$ cat src/rtl/fifo_defs_pkg.sv
// Shared definitions for the sync_fifo codebase slice.
//   clog2()          : ceiling log2, used to size pointers and indices
//   FIFO_MODE_STD    : registered read, data valid one cycle after a pop
//   FIFO_MODE_FWFT   : first-word-fall-through, head word always on pop_data
package fifo_defs_pkg;

    localparam int unsigned FIFO_MODE_STD  = 0;
    localparam int unsigned FIFO_MODE_FWFT = 1;

    // Smallest r such that 2**r >= value (returns 0 for value <= 1).
    function automatic int unsigned clog2(input int unsigned value);
        int unsigned r;
        r = 0;
        for (int unsigned i = 0; i < 32; i++) begin
            if ((64'd1 << i) < 64'(value)) begin
                r = i + 1;
            end
        end
        return r;
    endfunction

endpackage

$ cat src/rtl/fifo_ram.sv
// Simple dual-port storage array for sync_fifo.
//   clock     : write clock (rising edge)
//   wr_en     : write strobe
//   wr_addr   : write index
//   wr_data   : write word
//   rd_addr   : read index
//   rd_data_c : word at rd_addr, combinational (no read latency)
// Contents are not reset.
module fifo_ram
    import fifo_defs_pkg::*;
#(
    parameter  int unsigned DATA_WIDTH = 32,
    parameter  int unsigned DEPTH      = 8,
    localparam int unsigned ADDR_WIDTH = clog2(DEPTH)
) (
    input  logic                  clock,
    input  logic                  wr_en,
    input  logic [ADDR_WIDTH-1:0] wr_addr,
    input  logic [DATA_WIDTH-1:0] wr_data,
    input  logic [ADDR_WIDTH-1:0] rd_addr,
    output logic [DATA_WIDTH-1:0] rd_data_c
);

    logic [DATA_WIDTH-1:0] mem_q [DEPTH];

    // Synchronous write port.
    always_ff @(posedge clock) begin
        if (wr_en) begin
            mem_q[wr_addr] <= wr_data;
        end
    end

    // Asynchronous read port.
    assign rd_data_c = mem_q[rd_addr];

endmodule

$ cat src/rtl/sync_fifo.sv
// Single-clock FIFO with valid/ready-style push/pop, status flags, sticky
// overflow/underflow and an optional first-word-fall-through read path.
//   clock, reset     : rising-edge clock, synchronous active-high reset
//   enable           : gates push/pop acceptance and sticky updates
//   clear            : synchronous flush (same register effect as reset)
//   push, push_data  : write request and word
//   pop              : read request
//   pop_data         : read word (registered in STD mode, head word in FWFT)
//   pop_valid        : pop_data holds a valid word
//   full/almost_full, empty/almost_empty, count : occupancy status
//   popped_last      : pulse, an accepted pop left the FIFO empty
//   overflow/underflow : sticky rejected-push / rejected-pop flags
module sync_fifo
    import fifo_defs_pkg::*;
#(
    parameter  int unsigned DATA_WIDTH         = 32,
    parameter  int unsigned FIFO_DEPTH         = 8,
    parameter  int unsigned FWFT_MODE          = FIFO_MODE_STD,
    parameter  int unsigned ALMOST_FULL_LEVEL  = FIFO_DEPTH - 1,
    parameter  int unsigned ALMOST_EMPTY_LEVEL = 1,
    localparam int unsigned ADDR_WIDTH         = clog2(FIFO_DEPTH)
) (
    input  logic                  clock,
    input  logic                  reset,
    input  logic                  enable,
    input  logic                  clear,
    input  logic                  push,
    input  logic [DATA_WIDTH-1:0] push_data,
    output logic                  full,
    output logic                  almost_full,
    input  logic                  pop,
    output logic [DATA_WIDTH-1:0] pop_data,
    output logic                  pop_valid,
    output logic                  empty,
    output logic                  almost_empty,
    output logic [ADDR_WIDTH:0]   count,
    output logic                  popped_last,
    output logic                  overflow,
    output logic                  underflow
);

    localparam int unsigned CNT_WIDTH = ADDR_WIDTH + 1;

    logic [CNT_WIDTH-1:0]  wr_ptr_q, wr_ptr_d;
    logic [CNT_WIDTH-1:0]  rd_ptr_q, rd_ptr_d;
    logic [CNT_WIDTH-1:0]  count_q, count_d;
    logic                  full_q, full_d;
    logic                  almost_full_q, almost_full_d;
    logic                  empty_q, empty_d;
    logic                  almost_empty_q, almost_empty_d;
    logic                  popped_last_q, popped_last_d;
    logic                  overflow_q, overflow_d;
    logic                  underflow_q, underflow_d;
    logic                  pop_valid_q, pop_valid_d;
    logic [DATA_WIDTH-1:0] pop_data_q, pop_data_d;

    logic                  push_acc_c;
    logic                  pop_acc_c;
    logic [DATA_WIDTH-1:0] rd_data_c;

    fifo_ram #(
        .DATA_WIDTH (DATA_WIDTH),
        .DEPTH      (FIFO_DEPTH)
    ) u_ram (
        .clock     (clock),
        .wr_en     (push_acc_c),
        .wr_addr   (wr_ptr_q[ADDR_WIDTH-1:0]),
        .wr_data   (push_data),
        .rd_addr   (rd_ptr_q[ADDR_WIDTH-1:0]),
        .rd_data_c (rd_data_c)
    );

    // Accept logic: a full FIFO can take a push only if a pop frees a slot
    // in the same cycle; an empty FIFO never pops a same-cycle push.
    always_comb begin
        pop_acc_c  = enable && !clear && pop && !empty_q;
        push_acc_c = enable && !clear && push && (!full_q || pop_acc_c);
    end

    // Next-state for pointers, count, read register and flags.
    always_comb begin
        wr_ptr_d      = wr_ptr_q;
        rd_ptr_d      = rd_ptr_q;
        count_d       = count_q;
        pop_data_d    = pop_data_q;
        pop_valid_d   = 1'b0;
        popped_last_d = 1'b0;
        overflow_d    = overflow_q;
        underflow_d   = underflow_q;

        if (clear) begin
            wr_ptr_d    = '0;
            rd_ptr_d    = '0;
            count_d     = '0;
            pop_data_d  = '0;
            overflow_d  = 1'b0;
            underflow_d = 1'b0;
        end else begin
            if (push_acc_c) begin
                wr_ptr_d = wr_ptr_q + CNT_WIDTH'(1);
            end
            if (pop_acc_c) begin
                rd_ptr_d    = rd_ptr_q + CNT_WIDTH'(1);
                pop_data_d  = rd_data_c;
                pop_valid_d = 1'b1;
            end
            case ({push_acc_c, pop_acc_c})
                2'b10:   count_d = count_q + CNT_WIDTH'(1);
                2'b01:   count_d = count_q - CNT_WIDTH'(1);
                default: count_d = count_q;
            endcase
            popped_last_d = pop_acc_c && (count_q == CNT_WIDTH'(1)) && !push_acc_c;
            overflow_d    = overflow_q  | (enable && push && full_q && !pop_acc_c);
            underflow_d   = underflow_q | (enable && pop && empty_q);
        end

        full_d         = (count_d == CNT_WIDTH'(FIFO_DEPTH));
        almost_full_d  = (count_d >= CNT_WIDTH'(ALMOST_FULL_LEVEL));
        empty_d        = (count_d == '0);
        almost_empty_d = (count_d <= CNT_WIDTH'(ALMOST_EMPTY_LEVEL));
    end

    always_ff @(posedge clock) begin
        if (reset) begin
            wr_ptr_q       <= '0;
            rd_ptr_q       <= '0;
            count_q        <= '0;
            full_q         <= 1'b0;
            almost_full_q  <= (ALMOST_FULL_LEVEL == 0);
            empty_q        <= 1'b1;
            almost_empty_q <= 1'b1;
            popped_last_q  <= 1'b0;
            overflow_q     <= 1'b0;
            underflow_q    <= 1'b0;
            pop_valid_q    <= 1'b0;
            pop_data_q     <= '0;
        end else begin
            wr_ptr_q       <= wr_ptr_d;
            rd_ptr_q       <= rd_ptr_d;
            count_q        <= count_d;
            full_q         <= full_d;
            almost_full_q  <= almost_full_d;
            empty_q        <= empty_d;
            almost_empty_q <= almost_empty_d;
            popped_last_q  <= popped_last_d;
            overflow_q     <= overflow_d;
            underflow_q    <= underflow_d;
            pop_valid_q    <= pop_valid_d;
            pop_data_q     <= pop_data_d;
        end
    end

    // FWFT shows the head slot directly; it is forced to zero while empty so
    // that unreset storage never leaks onto pop_data.
    assign pop_valid    = (FWFT_MODE == FIFO_MODE_FWFT) ? !empty_q : pop_valid_q;
    assign pop_data     = (FWFT_MODE == FIFO_MODE_FWFT) ? (empty_q ? '0 : rd_data_c)
                                                        : pop_data_q;
    assign full         = full_q;
    assign almost_full  = almost_full_q;
    assign empty        = empty_q;
    assign almost_empty = almost_empty_q;
    assign count        = count_q;
    assign popped_last  = popped_last_q;
    assign overflow     = overflow_q;
    assign underflow    = underflow_q;

endmodule

$ cat config.mk
export PLATFORM = sky130hd
export DESIGN_NAME = sync_fifo
export DESIGN_NICKNAME = d
export VERILOG_FILES = /design/src/rtl/fifo_defs_pkg.sv /design/src/rtl/fifo_ram.sv /design/src/rtl/sync_fifo.sv
export SDC_FILE = /design/constraint.sdc
export NUM_CORES = 1
export LEC_CHECK = 0
export BUFFER_PORTS_ARGS = -buffer_cell sky130_fd_sc_hd__buf_2
export CAP_MARGIN = 25
export CORE_ASPECT_RATIO = 0.9
export CORE_MARGIN = 3
export CORE_UTILIZATION = 50
export DETAILED_ROUTE_END_ITERATION = 8
export GPL_ROUTABILITY_DRIVEN = 0
export HOLD_SLACK_MARGIN = 0.12
export PLACE_DENSITY = 0.82
export SYNTH_ARGS = -nofsm -noshare
export SYNTH_HDL_FRONTEND = slang
export SYNTH_SLANG_ARGS = --single-unit
$ cat constraint.sdc
create_clock -name clock -period 3.78 [get_ports clock]
set_input_delay 0.567 -clock clock [delete_from_list [all_inputs] [get_ports clock]]
set_output_delay 0.567 -clock clock [all_outputs]
set_load 0.01 [all_outputs]
; Yosys cells after proc, flatten, opt, wreduce, memory -nomap -nowiden
; Memories as Yosys holds them, arrays and structs flattened. A register that Yosys moved wholly into a read port is not among the register bits.
; Index checks and enable logic that the tools add are counted.
[word_totals]
mem_count = 1
reg_bits = 20
inputBits = 38
wordCells = 49
ramBits = 256
[classes]
bitwise = 2
eq_ne = 4
add_sub_neg = 4
mux = 5
magnitude_cmp = 2
n_reduce_logical = 20
[memory_table]
columns = name, depth, word_bits, rd, rd_ports_with_merged_regs, write_ports, line
row1 = u_ram.mem_q, 8, 32, 1, 1, 1, fifo_ram.sv:24  ; logic [DATA_WIDTH-1:0] mem_q [DEPTH];
[op_table]
columns = operator, n
row1 = $add 4x1->4 const B, 3
row2 = $logic_and 1x1->1, 12
row3 = $pmux 4 s2, 1
row4 = $logic_not 1->1, 5
row5 = $eq 4x1->1 const B, 1
row6 = $eq 4x4->1 const B, 1
row7 = $ge 4x3->1 const B, 1
row8 = $le 4x1->1 const B, 1
row9 = $logic_not 4->1, 1
row10 = $mux 4, 1
row11 = $sub 4x1->4 const B, 1
row12 = $mux 1, 3
row13 = $eq 2x1->1 const B, 1
row14 = $eq 2x2->1 const B, 1
row15 = $or 1x1->1, 2
row16 = $reduce_or 2->1, 1
row17 = $logic_or 1x1->1, 1

; Longest topological paths before layout
; Gate-level depths: netlist of run 1.
[logic_depth]
depth_word = 10
ltp_mapped = 8
mapped_depth_nobuf = 8

; Modules after synthesis
; Synthesis of run 1 repeated with hierarchy kept, for this count alone.
[unflattened]
cells_unflattened = 612
area_unflattened_um2 = 11808.8
[by_module_without_submodules]
columns = module, cells_each, area_each_um2, seq_area_each_um2, n_inst
row1 = fifo_ram, 383, 9825.7, 7687.4, 1
row2 = sync_fifo, 229, 1983.2, 1001.0, 1

; Worst setup path before layout of run 1
; OpenSTA, ideal clock, no wires.
[synth_timing]
path_kind = input to register
from = input port clear
to = memory u_ram.mem_q[4][0], enable pin
slack_ps = -253
n_path_buf = 0
required_time_ps = 3312
arrival_ps = 3565
stages = 5
path_cell_list = nand3b_1 a21o_1 inv_1 nand2b_1 nor3b_1
[synth_via]
elab_chain_len = 8
elab_cells_between_ends = 9
cone_classes = 2 x mux / 7 x reduce/logical
[synth_lines]
columns = item, line
row1 = "start, declared", sync_fifo.sv:26  ; input logic clear,
row2 = $logic_not 1->1 (*), "sync_fifo.sv:76, sync_fifo.sv:77"
row3 = $logic_and 1x1->1 (*), "sync_fifo.sv:76, sync_fifo.sv:77"
row4 = $logic_and 1x1->1 (2 in a row), sync_fifo.sv:76  ; pop_acc_c = enable && !clear && pop && !empty_q;
row5 = $logic_or 1x1->1, sync_fifo.sv:77  ; push_acc_c = enable && !clear && push && (!full_q || pop_acc_c);
row6 = $logic_and 1x1->1 (*), sync_fifo.sv:77
row7 = net push_acc_c, sync_fifo.sv:57  ; logic push_acc_c;
row8 = $mux 1 (*), fifo_ram.sv:28  ; if (wr_en) begin
row9 = $mux 1 (not written as such) (*), fifo_ram.sv:29  ; mem_q[wr_addr] <= wr_data;
row10 = "end, declared", fifo_ram.sv:24
; Mark *: on every way through the listed nets, which the timed path passes. The rest lies on a longest branch.

; Final worst setup path of run 1
[layout_timing]
from = register empty_q (netlist: empty)
to = memory u_ram.mem_q[3][13], enable pin
[layout_via]
elab_chain_len = 6
[layout_lines]
columns = item, line
row1 = "start, declared", sync_fifo.sv:49  ; logic empty_q, empty_d;
row2 = "start signal, assigned", sync_fifo.sv:143  ; empty_q <= empty_d;
row3 = $logic_not 1->1, --
row4 = $logic_and 1x1->1, sync_fifo.sv:76
row5 = $logic_or 1x1->1, sync_fifo.sv:77
row6 = $logic_and 1x1->1, sync_fifo.sv:77
row7 = net push_acc_c, sync_fifo.sv:57
row8 = $mux 1, fifo_ram.sv:28
row9 = $mux 1 (not written as such), fifo_ram.sv:29
; The timed path passes the listed nets, and every way through them passes these cells.

==> impl_metrics.csv, run 1 <==
group,metric,value,unit
worst_hold_path,hold_path_end,"u_ram.mem_q[6][17]$_DFFE_PP_",
yosys,synth_edf_count,256,
floorplan,ioPinCount,82,
global_routing,grt_max_degree,35,
layout,antenna_cells,0,
yosys,ys_top_cells_by_area,"edfxtp_1 (68%), mux4_2 (12%), dfxtp_1 (8.8%)",
setup_path,r2r_end,"u_ram.mem_q[3][13]$_DFFE_PP_",
sta,finalWorstPathRequiredPeriod,2333,ps
sta,setup-tns-final,0,ps
place,port_buffers,81,
layout,syn2layout_area_growth,15.35,%
setup_path,start_kind,"flop",
yosys,syn_nets,626,
global_routing,grt_overflow,0,
layout,design_area,13130,um^2
status,status,"complete, no violations",
sta,setup_slack,1447,ps
clock_network,clkTransAtPathRegs,60,ps
global_routing,grt_use_total,0.1893,
place,place_area,12220,um^2
floorplan,die_area,24610,um^2
yosys,synth_cell_types,47,
yosys,synth_warnings,0,
clock_network,cts_setup_buffers,0,
floorplan,initial_core_util,0.5169,
power,power,6.486,mW
yosys,synth_most_common_cell,"edfxtp_1",
run,drv_cap,0,
sta,rsz0062_at_grt,"false",
routing,wl_per_cell,22.76,um
sta,setup_viol,0,
worst_hold_path,holdPathStages,1,
global_routing,grt_pass1_wl,35.44,mm
setup_path,cp.arrival,2550,ps
setup_path,critPathKind,"reg2reg",
setup_path,worst_ep_required_time,4000,ps
yosys,ys_seq_area_frac,0.7636,
yosys,synth_top_area_share,0.6756,
sta,fin_skew,8.658,ps
clock_network,hold_buffers,0,
global_routing,grt_pass1_vias,6093,
worst_hold_path,hp-class,"in2reg",
yosys,synth_top_cell_by_area,"edfxtp_1",
routing,drt_pre_antenna_iters,5,
floorplan,rows,51,
routing,drc,0,
place,pre_cts_slack,1133,ps
clock_network,numClockSinks,306,
setup_path,cp_max_fo,23,
setup_path,r2r_setup_slack,1450,ps
sta,slew_violations,0,
routing,wl,22.67,mm
floorplan,die-width,165.0,um
sta,tightestPinTransition,980.5,ps
worst_hold_path,hp-start,"push_data[17]",
power,p_per_area,494.1,nW/um^2
yosys,netlist_top_cells_count,"edfxtp_1 (256), nand2_1 (68), mux4_2 (62)",
floorplan,chipHeight,149.1,um
clock_network,worstSkewPairLatency,530,ps
yosys,synth_ff_type,"edfxtp_1",
clock_network,cts_root_buf,"clkbuf_16",
floorplan,core_area,22010,um^2
setup_path,reg2reg_depth,6,
yosys,synth_seq_cells,306,
yosys,synth_area,11380,um^2
routing,viasPerCell,5.811,
power,p_leak,4.469,nW
yosys,synthCells,581,
place,post-dp-hpwl,12.90,mm
clock_network,cts_tree,"done",
routing,drt_iter0_drc,603,
sta,post-route-period-util,0.6172,
setup_path,endpoint_kind,"flop",
setup_path,reg2reg_from,"empty$_SDFF_PP1_",
sta,fmax,428.7,MHz
yosys,syn_area_per_cell,19.58,um^2
sta,slew_headroom,0.3448,
power,ir_drop,331.8,uV
clock_network,clk_path_buf_depth,3,
clock_network,post_cts_resized,0,
routing,detail-route-antenna-nets,0,
layout,layout-drive-gt1-share,0.3163,
sta,report.final.hold_viol_count,0,
yosys,async_flop_share,0,
clock_network,cts_buffers,28,
layout,nNetsFinal,728,
routing,via_count,5788,
global_routing,antenna_found_initial,3,
clock_network,cts_htree_levels,1,
## registers in the layout, indices dropped and copies added (netlist names)
| register | count |
|---|---|
| count | 4 |
| almost_full | 1 |
| popped_last | 1 |
| wr_ptr_q | 3 |
| u_ram.mem_q | 256 |
| full | 1 |
| underflow | 1 |
| overflow | 1 |
| pop_data | 32 |
| rd_ptr_q | 3 |
| almost_empty | 1 |
| pop_valid | 1 |
| empty | 1 |
## cell type report
class                   count  area, um^2
fillers                  1583        8890
clock inverters            10       86.33
well taps                 291       364.1
repair buffers             99       565.5
flip-flops and latches    306        8693
inverters                   5       18.77
clock buffers              42       814.5
multi-input cells         243        2582
## metal layers
layer,up-vias,GRT usage,wire length [um]
li1,2543,-,-
met5,-,0,34
met1,2967,0.2629,9175
met3,31,0.03665,1660
met2,241,0.3139,11470
met4,6,0.04528,325
## cells by family after synthesis
group,Yosys count,synth area share
buffers and inverters,32,0.01572
and+or+nand+nor,113,0.04541
muxes,68,0.1314
xor gates and xnor gates,2,0.001540
adders and majority gates,7,0.007697
DFF,306,0.7636
AOI/OAI and AO/OA,53,0.03464
## worst max-delay path, cell delays in order (launching register included)
cell      delay (ps)
dfxtp_1          330
nand2b_1         160
a21o_1           250
inv_1            140
nand2_1          220
nor3b_4          640
buf_12           290
## metrics by stage
stage          utilization  std cells  hold WS (ps)
2_1_floorplan            -        581         461.8
3_3_place_gp        0.5553        944         419.0
3_5_place_dp        0.5553        944         427.1
4_1_cts             0.5962        996         277.8
5_1_grt             0.5962        996         288.5
6_report            0.5962        996         301.2
## cells in the final DEF (no fill, tap or decap), drive strengths merged, types with 7 or more instances in the layout
| cell type | synthesis | routed |
|---|---|---|
| a22oi | 32 | 32 |
| buf | 21 | 99 |
| clkbuf | 6 | 42 |
| dfxtp | 50 | 50 |
| edfxtp | 256 | 256 |
| ha | 7 | 7 |
| mux4 | 64 | 64 |
| nand2 | 68 | 68 |
| nor2 | 16 | 16 |
## how the worst max path moves through the flow
stage | start | end | slack (ps) | depth (start not counted)
finish | empty$_SDFF_PP1_ | u_ram.mem_q[3][13]$_DFFE_PP_ | 1450 | 6
global route | empty$_SDFF_PP1_ | u_ram.mem_q[3][13]$_DFFE_PP_ | 1360 | 6
CTS | empty$_SDFF_PP1_ | u_ram.mem_q[3][13]$_DFFE_PP_ | 1460 | 6
detailed placement | clear | u_ram.mem_q[3][11]$_DFFE_PP_ | 1130 | 7
global placement | clear | u_ram.mem_q[3][12]$_DFFE_PP_ | 1180 | 7
floorplan | clear | u_ram.mem_q[4][0]$_DFFE_PP_ | -250 | 5
## report_power, final
group	switching (mW)	internal, mW	leakage, nW	total [mW]
Combinational	0.0669	0.0303	1.32	0.0972
Clock	1.16	1.56	0.437	2.72
Sequential	0.00374	3.66	2.71	3.66
Power figures use the tool's default switching activity.
==> inputs of run 2 (changes only) <==
==> constraint.sdc (replaced) <==
create_clock -name clock -period 1.93 [get_ports clock]
set_input_delay 0.2895 -clock clock [delete_from_list [all_inputs] [get_ports clock]]
set_output_delay 0.2895 -clock clock [all_outputs]
set_load 0.01 [all_outputs]
==> impl_metrics.csv, run 2 (synthesis results as in run 1) <==
group,metric,value,unit
layout,largest_reg_flops,256,
worst_hold_path,hp-start,"clear",
place,post-dp-hpwl,14.29,mm
worst_hold_path,hold_path_end,"full$_SDFF_PP0_",
setup_path,path_delay_family,"buffers and inverters",
routing,via_count,6226,
layout,design_area,14050,um^2
setup_path,reg2reg_from,"empty$_SDFF_PP1_",
routing,drt_pre_antenna_iters,5,
sta,tightestPinTransition,396.2,ps
layout,nFillCells,1445,
sta,fmax,516.9,MHz
global_routing,grt_overflow,0,
routing,detail-route-antenna-nets,0,
layout,final_cell_mix,"edfxtp_1 (256), buf_2 (81), nand2_1 (67), mux4_2 (62), dfxtp_1 (46)",
sta,finalWorstPathRequiredPeriod,1935,ps
setup_path,endpoint_kind,"flop",
global_routing,grt_pass1_vias,6648,
power,swShare,0.1946,
routing,drc,0,
power,clockPowerShare,0.417,
setup_path,critPathKind,"reg2reg",
routing,viasPerCell,5.846,
place,dp.cells,972,
sta,fin_skew,12.93,ps
power,p_int,10.30,mW
clock_network,clkTransAtPathRegs,60,ps
routing,drt_iter0_drc,587,
setup_path,start_kind,"flop",
run,drv_cap,0,
sta,report.final.hold_viol_count,0,
clock_network,cts_buffers,29,
setup_path,startpoint,"empty$_SDFF_PP1_",
power,p_switching,2.489,mW
power,ir_drop,810.0,uV
setup_path,cpMostUsedCell,"nand2b_4",
floorplan,initial_core_util,0.5169,
layout,top_register,"u_ram.mem_q",
setup_path,r2r_end,"u_ram.mem_q[4][11]$_DFFE_PP_",
floorplan,die_area,24610,um^2
layout,layout-drive-gt1-share,0.3463,
global_routing,antenna_found_initial,0,
sta,setup-tns-final,-22.62,ps
setup_path,r2r_setup_slack,-5,ps
sta,setup_slack,-4.729,ps
setup_path,worst_ep_required_time,2180,ps
clock_network,cts_root_buf,"clkbuf_16",
setup_path,max_stage_delay,340,ps
clock_network,cts_tree,"done",
global_routing,grt_max_degree,31,
power,comb_power_share,0.022,
power,p_per_area,910.4,nW/um^2
layout,nNetsFinal,796,
power,pwr-share-seq,0.561,
clock_network,cts_htree_levels,1,
clock_network,clk_path_buf_depth,3,
clock_network,worstSkewPairLatency,540,ps
worst_hold_path,hp-class,"in2reg",
setup_path,reg2reg_depth,8,
sta,slew_headroom,0.7358,
layout,layout.cells.non_filler,1065,
routing,wl,24.42,mm
setup_path,cp_max_fo,11,
floorplan,core_area,22010,um^2
setup_path,slowest_stage,"dfxtp_2",
layout,layout_commonest_cell,"edfxtp_1",
layout,syn2layout_area_growth,23.45,%
status,status,"finished, violations left",
floorplan,ioPinCount,82,
layout,antenna_cells,0,
floorplan,die-width,165.0,um
power,p_leak,4.855,nW
setup_path,critPathBufInv,4,
floorplan,rows,51,
clock_network,numClockSinks,306,
sta,setup_viol,6,
setup_path,crit_chain,"nand2b_4 -> a21o_4 -> inv_2 -> buf_4 -> nand2b_4 -> nor3b_4 -> buf_12 -> clkbuf_16",
worst_hold_path,holdPathStages,3,
place,port_buffers,81,
place,place_area,12670,um^2
floorplan,chipHeight,149.1,um
sta,slew_violations,0,
setup_path,cp.arrival,2180,ps
sta,post-route-period-util,1.002,
status,violations,"setup timing",
global_routing,grt_use_total,0.2018,
global_routing,grt_pass1_wl,37.74,mm
routing,wl_per_cell,22.93,um
==> run 2: changes by cell type in the layout (fill, tap and decap cells not counted), sizes merged <==
cell / change
buf: +31
dlygate4sd3: +35
clkbuf: -4
clkinv: +8
clkinvlp: -1
==> run 2: area by class of cell <==
class / count / area [um^2] / area share
Clock buffer: 37 / 785.8 / 0.05594
Clock inverter: 17 / 112.6 / 0.008016
Inverter: 5 / 18.77 / 0.001336
Multi-Input combinational cell: 243 / 2695 / 0.1919
Sequential cell: 306 / 8698 / 0.6192
Tap cell: 291 / 364.1 / 0.02592
Timing Repair Buffer: 166 / 1373 / 0.09771
==> run 2: worst reg2reg max path, delay by kind of cell, from the launching register on <==
kind	cells	cell delay, ps
flops	1	340
compound gates	1	220
buf+inv	4	590
simple gates	3	520
==> run 2: per-layer routing <==
| layer | up-vias | share of wire | global-route usage |
|---|---|---|---|
| li1 | 2678 | - | - |
| met3 | 54 | 0.064 | 0.03165 |
| met4 | 0 | 0.027 | 0.06205 |
| met2 | 295 | 0.51 | 0.3447 |
| met1 | 3199 | 0.40 | 0.2695 |
| met5 | - | 0 | 0 |
==> run 2: how the worst max path moves through the flow <==
stage,to,slack (ps),cells past startpoint
2_1_floorplan,u_ram.mem_q[6][0]$_DFFE_PP_,-270,3
3_3_place_gp,full$_SDFF_PP0_,-60,7
3_5_place_dp,empty$_SDFF_PP1_,-180,7
4_1_cts,empty$_SDFF_PP1_,20,7
5_1_grt,u_ram.mem_q[4][27]$_DFFE_PP_,-40,8
6_report,u_ram.mem_q[4][11]$_DFFE_PP_,-5,8
==> run 2: per-stage QoR <==
step / power [mW] / setup WS, ps / hold slack [ps] / util
6_report: 12.79 / -4.729 / 162.3 / 0.6381
5_1_grt: 13.19 / -37.32 / 168.1 / 0.6381
4_1_cts: 12.87 / 17.07 / 127.3 / 0.6328
3_5_place_dp: 7.533 / -175.9 / 427.8 / 0.5754
3_3_place_gp: 7.513 / -64.60 / 419.4 / 0.5754
2_1_floorplan: 7.391 / -270.5 / 381.3 / -
==> run 2: power groups by stage <==
| stage | Clock, mW | Sequential (mW) | Combinational [mW] |
|---|---|---|---|
| floorplan | 0 | 7.32 | 0.0679 |
| global placement | 0 | 7.32 | 0.197 |
| detailed placement | 0 | 7.32 | 0.215 |
| CTS | 5.41 | 7.18 | 0.277 |
| global route | 5.72 | 7.17 | 0.305 |
| finish | 5.33 | 7.18 | 0.283 |
==> run 2: timing repair <==
action | in CTS | in global routing
buffers inserted | 0 | 3
endpoints found under the hold margin | 259 | 0
hold buffers | 35 | 0
endpoints found under the setup margin | 4 | 7
gates resized for setup | 4 | 10
gates cloned | 0 | 1
pin swaps | 1 | 6
==> inputs of run 3 (changes only) <==
--- a/config.mk
+++ b/config.mk
@@ -10,6 +10,7 @@
 export CORE_ASPECT_RATIO = 0.9
 export CORE_MARGIN = 3
 export CORE_UTILIZATION = 50
+export CTS_BUF_LIST = sky130_fd_sc_hd__clkbuf_4 sky130_fd_sc_hd__clkbuf_8
 export DETAILED_ROUTE_END_ITERATION = 8
 export GPL_ROUTABILITY_DRIVEN = 0
 export HOLD_SLACK_MARGIN = 0.12
==> constraint.sdc (replaced) <==
create_clock -name clock -period 1.93 [get_ports clock]
set_input_delay 0.2895 -clock clock [delete_from_list [all_inputs] [get_ports clock]]
set_output_delay 0.2895 -clock clock [all_outputs]
set_load 0.1 [all_outputs]
==> impl_metrics.csv, run 3 (synthesis results as in run 1) <==
group,metric,value,unit
status,status,"finished, violations left",
status,violations,"setup timing",
setup_path,r2r_end,"u_ram.mem_q[4][11]$_DFFE_PP_",
layout,largest_reg_flops,256,
routing,drt_pre_antenna_iters,5,
global_routing,antenna_found_initial,2,
power,p_per_area,911.9,nW/um^2
worst_hold_path,hold_path_end,"popped_last$_SDFF_PP0_",
setup_path,critPathKind,"reg2reg",
power,clockPowerShare,0.422,
place,post-dp-hpwl,13.84,mm
place,place_area,12580,um^2
sta,fmax,511.4,MHz
floorplan,rows,51,
place,port_buffers,81,
setup_path,start_kind,"flop",
layout,nNetsFinal,812,
worst_hold_path,hp-class,"in2reg",
routing,via_count,6167,
setup_path,endpoint_kind,"flop",
place,dp.cells,964,
setup_path,cp_max_fo,12,
power,comb_power_share,0.023,
routing,detail-route-antenna-nets,0,
routing,wl_per_cell,21.38,um
power,pwr-share-seq,0.556,
layout,layout.cells.non_filler,1098,
floorplan,initial_core_util,0.5169,
routing,viasPerCell,5.617,
clock_network,clkTransAtPathRegs,60,ps
setup_path,worst-path-stages,8,
floorplan,die_area,24610,um^2
setup_path,critPathBufInv,4,
floorplan,die-width,165.0,um
worst_hold_path,holdPathStages,3,
sta,report.final.hold_viol_count,0,
run,drv_cap,0,
clock_network,cts_tree,"done",
setup_path,max_stage_delay,360,ps
setup_path,reg2reg_depth,8,
clock_network,cts_root_buf,"clkbuf_8",
sta,whs,178.4,ps
sta,finalWorstPathRequiredPeriod,1956,ps
layout,syn2layout_area_growth,24.49,%
power,ir_drop,546.1,uV
global_routing,grt_max_degree,45,
clock_network,worstSkewPairLatency,550,ps
layout,top_register,"u_ram.mem_q",
setup_path,path_delay_family,"buffers and inverters",
power,power,12.92,mW
setup_path,worst_ep_required_time,2180,ps
global_routing,grt_use_total,0.1920,
power,p_switching,2.545,mW
layout,layout-drive-gt1-share,0.3821,
floorplan,core_area,22010,um^2
place,pre_cts_slack,-155.3,ps
layout,design_area,14160,um^2
clock_network,cts_buffers,47,
layout,final_cell_mix,"edfxtp_1 (256), buf_2 (80), nand2_1 (67), mux4_2 (62), clkbuf_8 (53)",
setup_path,slowest_stage,"dfxtp_4",
routing,wl,23.48,mm
routing,drc,0,
power,p_leak,4.932,nW
worst_hold_path,hp-start,"clear",
sta,rsz0062_at_grt,"true",
clock_network,numClockSinks,306,
global_routing,grt_overflow,0,
setup_path,cp.arrival,2200,ps
power,swShare,0.1970,
layout,utilization,0.6434,
sta,slew_headroom,0.6706,
global_routing,grt_pass1_vias,6454,
sta,setup_slack,-25.59,ps
floorplan,ioPinCount,82,
power,p_int,10.37,mW
routing,drt_iter0_drc,540,
sta,tightestPinTransition,497.5,ps
sta,post-route-period-util,1.013,
layout,nFillCells,1435,
sta,slew_violations,0,
sta,setup-tns-final,-357.1,ps
setup_path,crit_chain,"nand2b_4 -> a21o_1 -> inv_2 -> buf_6 -> nand2b_4 -> nor3b_4 -> buf_6 -> buf_12",
global_routing,grt_pass1_wl,36.24,mm
setup_path,reg2reg_from,"empty$_SDFF_PP1_",
clock_network,cts_htree_levels,2,
clock_network,clk_path_buf_depth,3,
setup_path,r2r_setup_slack,-30,ps
layout,layout_commonest_cell,"edfxtp_1",
floorplan,chipHeight,149.1,um
sta,setup_viol,40,
sta,fin_skew,19.99,ps
run 3: cell count changes in the layout (fill, tap and decap cells not counted), sizes merged:
| cell | previous run | this run |
|---|---|---|
| dlygate4sd3 | 35 | 37 |
| buf | 130 | 125 |
| diode | 0 | 1 |
| clkbuf | 38 | 77 |
| clkinvlp | 1 | 0 |
| clkinv | 14 | 11 |
run 3: area by class of cell:
class / instances / area, um^2 / share of cell area
Antenna cell: 1 / 2.502 / 0.0001767
Inverter: 5 / 18.77 / 0.001325
Multi-Input combinational cell: 243 / 2730 / 0.1927
Sequential cell: 306 / 8707 / 0.6147
Clock inverter: 13 / 85.08 / 0.006007
Tap cell: 291 / 364.1 / 0.02570
Timing Repair Buffer: 164 / 1363 / 0.09619
Clock buffer: 75 / 894.6 / 0.06316
run 3: worst max path at each step:
stage / endpoint / slack (ps) / start
finish: u_ram.mem_q[4][11]$_DFFE_PP_ / -30 / empty$_SDFF_PP1_
global route: empty$_SDFF_PP1_ / -80 / empty$_SDFF_PP1_
CTS: almost_full$_SDFF_PP0_ / 10 / empty$_SDFF_PP1_
detailed placement: empty$_SDFF_PP1_ / -160 / clear
global placement: full$_SDFF_PP0_ / -50 / clear
floorplan: u_ram.mem_q[4][0]$_DFFE_PP_ / -420 / empty$_SDFF_PP1_
run 3: worst reg2reg max path, delay by kind of cell, from the launching register on:
| family | cells | cell delay, ps |
|---|---|---|
| AOI/OAI and AO/OA | 1 | 220 |
| buffers and inverters | 4 | 550 |
| DFF | 1 | 360 |
| and+or+nand+nor | 3 | 510 |
run 3: what timing repair did:
item,in CTS,in global routing
setup buffers,0,7
cloned,0,2
endpoints found under the setup margin,4,110
gates resized for setup,7,22
hold buffers,37,0
endpoints found under the hold margin,260,0
pin swaps,1,8
run 3: power groups by stage:
stage	Combinational (mW)	Clock, mW	Sequential, mW
floorplan	0.0673	0	7.33
global placement	0.205	0	7.31
global route	0.317	5.90	7.17
CTS	0.288	5.55	7.18
detailed placement	0.223	0	7.32
finish	0.293	5.45	7.18
run 3: routing by layer:
| metal | global-route usage | up-vias | part of all wire |
|---|---|---|---|
| met5 | 0 | - | 0.00055 |
| met4 | 0.05241 | 2 | 0.021 |
| met3 | 0.03720 | 52 | 0.057 |
| met1 | 0.2630 | 3156 | 0.42 |
| met2 | 0.3191 | 221 | 0.50 |
| li1 | - | 2736 | - |
